--- src/rtl/ls_sequencer_if.sv ---
// Decode, data-memory and register-writeback signals of the LW/SW sequencer.
// master = sequencer side, slave = decode/memory/regfile side.
interface ls_sequencer_if;
  logic        instr_valid;
  logic        instr_ready;
  logic [31:0] instr;
  logic [31:0] rs_data;
  logic [31:0] rt_data;

  logic        mem_req;
  logic        mem_we;
  logic [31:0] mem_addr;
  logic [31:0] mem_wdata;
  logic        mem_ack;
  logic [31:0] mem_rdata;

  logic        reg_we;
  logic [4:0]  reg_waddr;
  logic [31:0] reg_wdata;

  logic        done;
  logic        err;
  logic [1:0]  err_code;

  modport master (
    input  instr_valid, instr, rs_data, rt_data, mem_ack, mem_rdata,
    output instr_ready, mem_req, mem_we, mem_addr, mem_wdata,
           reg_we, reg_waddr, reg_wdata, done, err, err_code
  );

  modport slave (
    output instr_valid, instr, rs_data, rt_data, mem_ack, mem_rdata,
    input  instr_ready, mem_req, mem_we, mem_addr, mem_wdata,
           reg_we, reg_waddr, reg_wdata, done, err, err_code
  );
endinterface

--- src/rtl/ls_sequencer.sv ---
// MIPS32 LW/SW sequencer: LW done 4 cycles after accept, SW 3, +1 per memory wait cycle.
// Accepts only in IDLE (instr_ready); mem_req held until mem_ack or TIMEOUT cycles.
module ls_sequencer #(
  parameter int unsigned TIMEOUT = 16
) (
  input  logic          clk,
  input  logic          rst_n,
  ls_sequencer_if.master bus
);

  localparam logic [2:0] S_IDLE = 3'd0;
  localparam logic [2:0] S_ADDR = 3'd1;
  localparam logic [2:0] S_MEM  = 3'd2;
  localparam logic [2:0] S_WB   = 3'd3;
  localparam logic [2:0] S_DONE = 3'd4;
  localparam logic [2:0] S_ERR  = 3'd5;

  localparam logic [5:0] OP_LW = 6'h23;
  localparam logic [5:0] OP_SW = 6'h2B;

  // Last wait-cycle index; an unacked MEM cycle at this count aborts.
  localparam logic [7:0] TO_LAST = 8'(TIMEOUT - 1);

  logic [2:0]  state;
  logic [5:0]  opcode_q;
  logic [4:0]  rt_q;
  logic [15:0] imm_q;
  logic [31:0] rs_data_q;
  logic [31:0] rt_data_q;
  logic [31:0] addr_q;
  logic [31:0] rdata_q;
  logic [7:0]  cnt_q;
  logic [1:0]  err_code_q;

  logic [31:0] ea;
  logic        is_lw;
  logic        is_sw;
  logic        unused_rs_field;

  assign ea    = rs_data_q + {{16{imm_q[15]}}, imm_q};
  assign is_lw = (opcode_q == OP_LW);
  assign is_sw = (opcode_q == OP_SW);

  // The base register arrives already read out, so the rs index is not needed here.
  assign unused_rs_field = ^bus.instr[25:21];

  always_ff @(posedge clk or negedge rst_n) begin
    if (!rst_n) begin
      state      <= S_IDLE;
      opcode_q   <= '0;
      rt_q       <= '0;
      imm_q      <= '0;
      rs_data_q  <= '0;
      rt_data_q  <= '0;
      addr_q     <= '0;
      rdata_q    <= '0;
      cnt_q      <= '0;
      err_code_q <= 2'b00;
    end else begin
      case (state)
        S_IDLE: begin
          if (bus.instr_valid) begin
            opcode_q   <= bus.instr[31:26];
            rt_q       <= bus.instr[20:16];
            imm_q      <= bus.instr[15:0];
            rs_data_q  <= bus.rs_data;
            rt_data_q  <= bus.rt_data;
            err_code_q <= 2'b00;
            state      <= S_ADDR;
          end
        end
        S_ADDR: begin
          if (!is_lw && !is_sw) begin
            err_code_q <= 2'b01;
            state      <= S_ERR;
          end else if (ea[1:0] != 2'b00) begin
            err_code_q <= 2'b10;
            state      <= S_ERR;
          end else begin
            addr_q <= ea;
            cnt_q  <= '0;
            state  <= S_MEM;
          end
        end
        S_MEM: begin
          // An ack on the final allowed cycle still completes normally.
          if (bus.mem_ack) begin
            rdata_q <= bus.mem_rdata;
            state   <= is_lw ? S_WB : S_DONE;
          end else if (cnt_q == TO_LAST) begin
            err_code_q <= 2'b11;
            state      <= S_ERR;
          end else begin
            cnt_q <= cnt_q + 8'd1;
          end
        end
        S_WB:    state <= S_DONE;
        S_DONE:  state <= S_IDLE;
        S_ERR:   state <= S_IDLE;
        default: state <= S_IDLE;
      endcase
    end
  end

  assign bus.instr_ready = (state == S_IDLE);
  assign bus.mem_req     = (state == S_MEM);
  assign bus.mem_we      = (state == S_MEM) && is_sw;
  assign bus.mem_addr    = addr_q;
  assign bus.mem_wdata   = ((state == S_MEM) && is_sw) ? rt_data_q : 32'h0;
  assign bus.reg_we      = (state == S_WB) && (rt_q != 5'd0);
  assign bus.reg_waddr   = rt_q;
  assign bus.reg_wdata   = rdata_q;
  assign bus.done        = (state == S_DONE) || (state == S_ERR);
  assign bus.err         = (state == S_ERR);
  assign bus.err_code    = err_code_q;

endmodule

--- src/flat_wrapper.sv ---
// flat-port wrapper written by rule: the top's interface ports become plain ports
module ls_sequencer_flat 
#(
  parameter int unsigned TIMEOUT = 16
)
  (clk, rst_n, bus_instr_valid, bus_instr, bus_rs_data, bus_rt_data, bus_mem_ack, bus_mem_rdata, bus_instr_ready, bus_mem_req, bus_mem_we, bus_mem_addr, bus_mem_wdata, bus_reg_we, bus_reg_waddr, bus_reg_wdata, bus_done, bus_err, bus_err_code);
  ls_sequencer_if bus_i ();
  input  logic clk;
  input  logic rst_n;
  input wire logic [$bits(bus_i.instr_valid)-1:0] bus_instr_valid;
  input wire logic [$bits(bus_i.instr)-1:0] bus_instr;
  input wire logic [$bits(bus_i.rs_data)-1:0] bus_rs_data;
  input wire logic [$bits(bus_i.rt_data)-1:0] bus_rt_data;
  input wire logic [$bits(bus_i.mem_ack)-1:0] bus_mem_ack;
  input wire logic [$bits(bus_i.mem_rdata)-1:0] bus_mem_rdata;
  output wire logic [$bits(bus_i.instr_ready)-1:0] bus_instr_ready;
  output wire logic [$bits(bus_i.mem_req)-1:0] bus_mem_req;
  output wire logic [$bits(bus_i.mem_we)-1:0] bus_mem_we;
  output wire logic [$bits(bus_i.mem_addr)-1:0] bus_mem_addr;
  output wire logic [$bits(bus_i.mem_wdata)-1:0] bus_mem_wdata;
  output wire logic [$bits(bus_i.reg_we)-1:0] bus_reg_we;
  output wire logic [$bits(bus_i.reg_waddr)-1:0] bus_reg_waddr;
  output wire logic [$bits(bus_i.reg_wdata)-1:0] bus_reg_wdata;
  output wire logic [$bits(bus_i.done)-1:0] bus_done;
  output wire logic [$bits(bus_i.err)-1:0] bus_err;
  output wire logic [$bits(bus_i.err_code)-1:0] bus_err_code;
  assign bus_i.instr_valid = bus_instr_valid;
  assign bus_i.instr = bus_instr;
  assign bus_i.rs_data = bus_rs_data;
  assign bus_i.rt_data = bus_rt_data;
  assign bus_i.mem_ack = bus_mem_ack;
  assign bus_i.mem_rdata = bus_mem_rdata;
  assign bus_instr_ready = bus_i.instr_ready;
  assign bus_mem_req = bus_i.mem_req;
  assign bus_mem_we = bus_i.mem_we;
  assign bus_mem_addr = bus_i.mem_addr;
  assign bus_mem_wdata = bus_i.mem_wdata;
  assign bus_reg_we = bus_i.reg_we;
  assign bus_reg_waddr = bus_i.reg_waddr;
  assign bus_reg_wdata = bus_i.reg_wdata;
  assign bus_done = bus_i.done;
  assign bus_err = bus_i.err;
  assign bus_err_code = bus_i.err_code;
  ls_sequencer #(.TIMEOUT(TIMEOUT)) u_core (.clk(clk), .rst_n(rst_n), .bus(bus_i));
endmodule
--- config.mk ---
export PLATFORM = sky130hd
export DESIGN_NAME = ls_sequencer_flat
export DESIGN_NICKNAME = d
export VERILOG_FILES = /design/src/rtl/ls_sequencer_if.sv /design/src/rtl/ls_sequencer.sv /design/src/flat_wrapper.sv
export SDC_FILE = /design/constraint.sdc
export NUM_CORES = 1
export LEC_CHECK = 0
export CAP_MARGIN = 20
export CORE_MARGIN = 2
export CORE_UTILIZATION = 37
export CTS_CLUSTER_DIAMETER = 40
export DETAILED_ROUTE_END_ITERATION = 12
export GPL_TIMING_DRIVEN = 0
export PLACE_DENSITY = 0.7
export SYNTH_ARGS = -nofsm -noshare
export SYNTH_HDL_FRONTEND = slang
export SYNTH_SLANG_ARGS = --single-unit
--- constraint.sdc ---
create_clock -name clk -period 3.2 [get_ports clk]
set_clock_uncertainty 0.15 [all_clocks]
set_input_delay 0.32 -clock clk [delete_from_list [all_inputs] [get_ports clk]]
set_output_delay 0.32 -clock clk [all_outputs]
set_load 0.05 [all_outputs]
==> reports/metrics.cfg, run 1 <==
[pwr]
p_leak_nw = 5.20
clock_power_share_pct = 16.6
power_density_nw_per_um2 = 1080
power_w = 0.0130
p_seq_share_pct = 27.1
vdd_ir_drop_max_uv = 403
p_sw_share_pct = 44.3
intPower_w = 0.00721
power_switching_w = 0.00574
combPwrFrac_pct = 56.2

[layout]
syn2layout_area_growth_pct = 39.0
diodes = 0
final_area_um2 = 12000
drive_above_1_share_pct = 23.5
fill_cells = 2088
final_cell_mix = clkdlybuf4s50_1, dfrtp_1, mux2_2
nets = 1186
final_common_cell = clkdlybuf4s50_1

[outcome]
outcome = complete, no violations

[setup_path]
worst-setup-path-type = flip-flop to flip-flop
cp.arrival_ns = 3.17
critPathMaxFanout = 10
crit_path_end_kind = flip-flop
worstPathRequired_ns = 3.36
critPathLaunchType = flip-flop

[global_route]
grt_use_total_pct = 19.2
antenna_found_initial = 0
grt_max_degree = 116
grt-ovfl-total = 0
grt_pass1_wl_mm = 36.8
grt_pass1_vias = 7030

[timing]
min_period_ns = 3.01
fmax_mhz = 332
rsz0062_at_grt = true
max_slew_margin_pct = 41.1
slew_violations = 0
tightest_slew_ns = 0.876
final_hold_viol_count = 0
finalCritPeriodShare_pct = 94.1
setup_viol = 0

[logic_synthesis]
syn_area_per_cell_um2 = 11.3
synth_top_area_share_pct = 48.5
synth_flop_cell = dfrtp_1
syn-num-nets = 930
syn-instance-count = 765
synth_cell_types = 70
syn_area_um2 = 8660
synth-edff-count = 0
ys_seq_area_share_pct = 48.5
synth-async-reset-ratio_pct = 100
synth_top_cell_by_area = dfrtp_1
ys.warnings.count = 0
ys_ff_latch = 168
synth.area.top_cells = dfrtp_1, mux2_2, ha_1

[clocking]
clk_pin_slew_ns = 0.08
post_cts_buffers = 0
cts-root-buf = clkbuf_16
clock_latency_ns = 0.44
clock_sinks = 168
tritoncts = built
cts-buffers-inserted = 17
cts_htree_levels = 4
cts_buffer_depth = 2

[detailed_routing]
routedWlPerCell_um = 17.2
ant_nets = 0
drtIter0Drc = 371
drt-total-wl_mm = 23.2
vias = 6851
drc = 0
avgViaCountPerCell = 5.09
drt-pass1-iter-count = 4

[place]
portBuffers = 235
place_congestion = 0.869
hpwl_mm = 17.5
dpl_cell_area_um2 = 11400

[die]
coreArea_um2 = 22800
std_cell_rows = 55
start_util_pct = 37.9
die_area_um2 = 24700
die_h_um = 157
ios = 241
die_w_um = 157

[worst_hold_path]
hold_path.class = input port to async pin

[flow_run]
drv_cap = 0

[worst paths after layout]
kind | slack, ns | cells after the start | startpoint | end
worst max-delay path | 0.19 | 7 | u_core.rs_data_q[0]$_DFFE_PN0P_ | u_core.bus.mem_addr[9]$_DFFE_PN0P_
worst min-delay path | 0.24 | 2 | rst_n | u_core.imm_q[4]$_DFFE_PN0P_
worst max register to register | 0.19 | 7 | u_core.rs_data_q[0]$_DFFE_PN0P_ | u_core.bus.mem_addr[9]$_DFFE_PN0P_
worst min register to register | 0.33 | 2 | u_core.bus.mem_addr[14]$_DFFE_PN0P_ | u_core.bus.mem_addr[14]$_DFFE_PN0P_
max in group asynchronous | 1.68 | 3 | rst_n | u_core.imm_q[15]$_DFFE_PN0P_
min in group clk | 0.33 | 2 | bus_mem_rdata[3] | u_core.bus.reg_wdata[3]$_DFFE_PN0P_
[power by group through the flow]
stage               Clock, W  Combinational (W)  Sequential (W)
global route         0.00229            0.00790         0.00364
global placement           0            0.00715         0.00355
detailed placement         0            0.00723         0.00357
finish               0.00215            0.00728         0.00351
CTS                  0.00220            0.00727         0.00353
floorplan                  0            0.00437         0.00442
[repair_timing]
action                                  in CTS  in global routing
pin swaps                                    0                  0
hold buffers                                 1                  0
endpoints found under the setup margin      33                 32
gates resized for setup                     94                 36
hold endpoints to repair                    53                  0
[Yosys cell counts (4+ instances only)]
master,instances
dfrtp_1,168
mux2_2,120
nand2_1,64
o21ai_0,46
a21oi_1,39
and2_1,36
ha_1,32
nor2_1,31
buf_2,16
nand3_1,15
xnor2_1,12
inv_1,11
nor3_1,11
and3_1,10
clkbuf_1,10
nand4_1,10
o31ai_1,9
a21o_1,8
xor2_1,7
clkbuf_8,6
nor2b_1,6
a31oi_1,5
buf_6,5
mux2i_1,5
o21a_1,5
a211oi_1,4
nand2b_1,4
nor4_1,4
[cells by family after synthesis]
family          count (synthesis)  synth area share, %
fa+ha+maj                      33                 4.85
buf+inv                        49                 3.52
mux                           128                 16.6
xor+xnor                       19                 1.92
flops                         168                 48.5
simple gates                  213                 12.9
compound gates                155                 11.8
[stage by stage]
step	utilization [%]	cells	hold WS, ns	setup WS, ns	TNS (ns)
2_1_floorplan	-	765	-0.126	0.191	0
3_3_place_gp	49.9	1313	0.315	-5.59	-938.65
3_5_place_dp	50.1	1314	0.118	-0.153	-1.74
4_1_cts	53.0	1347	0.249	0.00939	0
5_1_grt	52.7	1347	0.277	-0.00771	-0.0121
6_report	52.7	1347	0.245	0.190	0
[worst max-delay path: stages (launching register included)]
cell,delay [ns]
dfrtp_1,0.39
ha_1,0.23
fa_1,0.49
nor4_2,0.80
buf_2,0.46
and3_1,0.21
mux2i_1,0.06
o311ai_0,0.09
[sequential cells by signal, indices dropped and copies added (netlist names)]
name	flops
u_core.bus.err_code	2
u_core.bus.mem_addr	32
u_core.bus.reg_waddr	5
u_core.bus.reg_wdata	32
u_core.cnt_q	8
u_core.imm_q	16
u_core.opcode_q	6
u_core.rs_data_q	32
u_core.rt_data_q	32
u_core.state	3
[routing by layer]
metal	part of all wire (%)	global-route usage (%)	vias up
met5	0	0	-
met4	1.9	6.10	0
met3	8.6	6.88	33
met2	48	31.9	236
met1	41	23.4	3311
li1	-	-	3271
[layout make-up]
cell class | count | area (um^2) | area share [%]
multi-input cells | 548 | 4160 | 34.6
well taps | 313 | 392 | 3.25
clock buffers | 17 | 425 | 3.53
clock inverters | 15 | 181 | 1.51
repair buffers | 237 | 2360 | 19.6
plain buffers | 38 | 273 | 2.27
flip-flops and latches | 168 | 4210 | 34.9
inverters | 11 | 41.3 | 0.343
Note: power is estimated with default switching activity, not from simulation.
==> inputs of run 2 (changes only) <==
CTS_CLUSTER_SIZE = 16   (was not set)
SETUP_SLACK_MARGIN = 0.2   (was not set)
==> run 2 against run 1 <==
Net effect:
- power is essentially flat
- critical path type is now flip-flop to primary output
- utilization down 0.35 points
- largest power group unchanged
- highest routed layer unchanged
- final cell count is essentially flat
==> reports/metrics.cfg, run 2 (synthesis gave the netlist of run 1 again) <==
[setup_path]
critPathSlowestCell = dfrtp_1
crit_path_end_kind = primary output
worstPathRequired_ns = 2.73
worst-setup-path-type = flip-flop to primary output
critPathLaunchType = flip-flop
cp.arrival_ns = 2.36
worst_path_largest_cell_delay_ns = 0.39
crit_buf_inv = 4
cp_top_family = buffers and inverters
critPathMaxFanout = 10
path_cells = buf_6, nor2_2, nand2_1, inv_2, nand2_1, nor2_4, buf_2, and2_1, buf_2

[layout]
multi_input_area_um2 = 4170
final_cell_mix = clkdlybuf4s50_1, dfrtp_1, mux2_2
finalNonFillerCells = 1348
drive_above_1_share_pct = 24.1
syn2layout_area_growth_pct = 38.1
diodes = 0
final_common_cell = clkdlybuf4s50_1
nets = 1187
regArea_um2 = 4210
fill_cells = 2113

[clocking]
cts_htree_levels = 4
cts-root-buf = clkbuf_16
post_cts_buffers = 0
cts-buffers-inserted = 17
clock_latency_ns = 0.43
cts_buffer_depth = 2
tritoncts = built
clk_pin_slew_ns = 0.08
clock_sinks = 168

[flow_run]
drv_cap = 0

[global_route]
grt-ovfl-total = 0
antenna_found_initial = 0
grt_pass1_wl_mm = 36.6
use_met2_pct = 31.5
grt_max_degree = 117
top_usage_layer = met2
grt_pass1_vias = 7008
grt_use_total_pct = 19.2
grt_use_met3_pct = 6.86
grt_use_met1_pct = 23.5

[die]
die_h_um = 157
die_w_um = 157
ios = 241
start_util_pct = 37.9
die_area_um2 = 24700
coreArea_um2 = 22800
std_cell_rows = 55

[timing]
fmax_mhz = 353
max_slew_margin_pct = 55.7
rsz0062_at_grt = true
min_period_ns = 2.83
setup_viol = 0
finalSetupTns_ns = 0
final_hold_viol_count = 0
finalCritPeriodShare_pct = 88.4
tightest_slew_ns = 0.665
slew_violations = 0

[pwr]
p_leak_nw = 5.22
power_density_nw_per_um2 = 1080
vdd_ir_drop_max_uv = 356
power_w = 0.0129

[detailed_routing]
drtIter0Drc = 318
drt-total-wl_mm = 23.2
drt-pass1-iter-count = 5
vias = 6858
avgViaCountPerCell = 5.09
routedWlPerCell_um = 17.2
drc = 0
ant_nets = 0

[place]
portBuffers = 235
place_congestion = 0.873
dp_cells = 1315
hpwl_mm = 17.4

[outcome]
outcome = complete, no violations

[worst_hold_path]
hold_path.class = input port to async pin

-- run 2: cell types whose count changed in the layout (fill, tap and decap cells not counted), sizes merged --
cell           change
buf               +14
bufinv             -1
clkbuf            +11
clkdlybuf4s15     -10
clkdlybuf4s18     -10
clkinv             +1
clkinvlp           -1
dlygate4sd2        -3
-- run 2: path summary, 6_finish.rpt --
path | start | to | slack [ns] | depth (start not counted)
worst min-delay path | rst_n | u_core.rs_data_q[8]$_DFFE_PN0P_ | 0.24 | 2
worst max-delay path | u_core.state[2]$_DFFE_PN0P_ | bus_mem_wdata[22] | 0.37 | 9
min in group clk | u_core.bus.mem_addr[18]$_DFFE_PN0P_ | u_core.bus.mem_addr[18]$_DFFE_PN0P_ | 0.33 | 2
worst max register to register | u_core.imm_q[15]$_DFFE_PN0P_ | u_core.bus.mem_addr[28]$_DFFE_PN0P_ | 0.43 | 8
max in group asynchronous | rst_n | u_core.imm_q[15]$_DFFE_PN0P_ | 1.64 | 3
worst min register to register | u_core.bus.mem_addr[18]$_DFFE_PN0P_ | u_core.bus.mem_addr[18]$_DFFE_PN0P_ | 0.33 | 2
-- run 2: where the power goes --
part           total [W]  internal, W  switching [W]
logic            0.00730      0.00310        0.00420
clock network    0.00213      0.00108        0.00104
registers        0.00351      0.00299       0.000518
total             0.0129      0.00718        0.00576
-- run 2: per-stage QoR --
stage | cell area (um^2) | hold WS [ns] | setup slack (ns) | util, %
after floorplan | 8670 | -0.126 | 0.246 | -
after global placement | 11400 | 0.310 | -5.64 | 49.9
after detailed placement | 11500 | 0.115 | -0.218 | 50.1
after CTS | 11900 | 0.248 | 0.147 | 52.3
after global routing | 12000 | 0.272 | 0.199 | 52.4
final | 12000 | 0.241 | 0.370 | 52.4
-- run 2: layout make-up --
| cell class | count | share of cell area [%] |
|---|---|---|
| tap | 313 | 3.27 |
| inverter | 11 | 0.345 |
| clock buffer | 18 | 3.67 |
| sequential | 168 | 35.2 |
| buffer | 38 | 2.28 |
| timing repair buffer | 238 | 18.9 |
| multi-input combinational | 548 | 34.9 |
| clock inverter | 14 | 1.44 |
-- run 2: timing repair --
item                       4_1_cts  5_1_grt
setup endpoints to repair       34       34
gates resized for setup        156       21
hold endpoints to repair        52        0
hold buffers                     1        0
-- run 2: metal layers --
metal | vias up | part of all wire (%)
met3 | 30 | 7.9
met1 | 3329 | 42
met4 | 0 | 2.2
met2 | 222 | 48
met5 | - | 0
li1 | 3277 | -
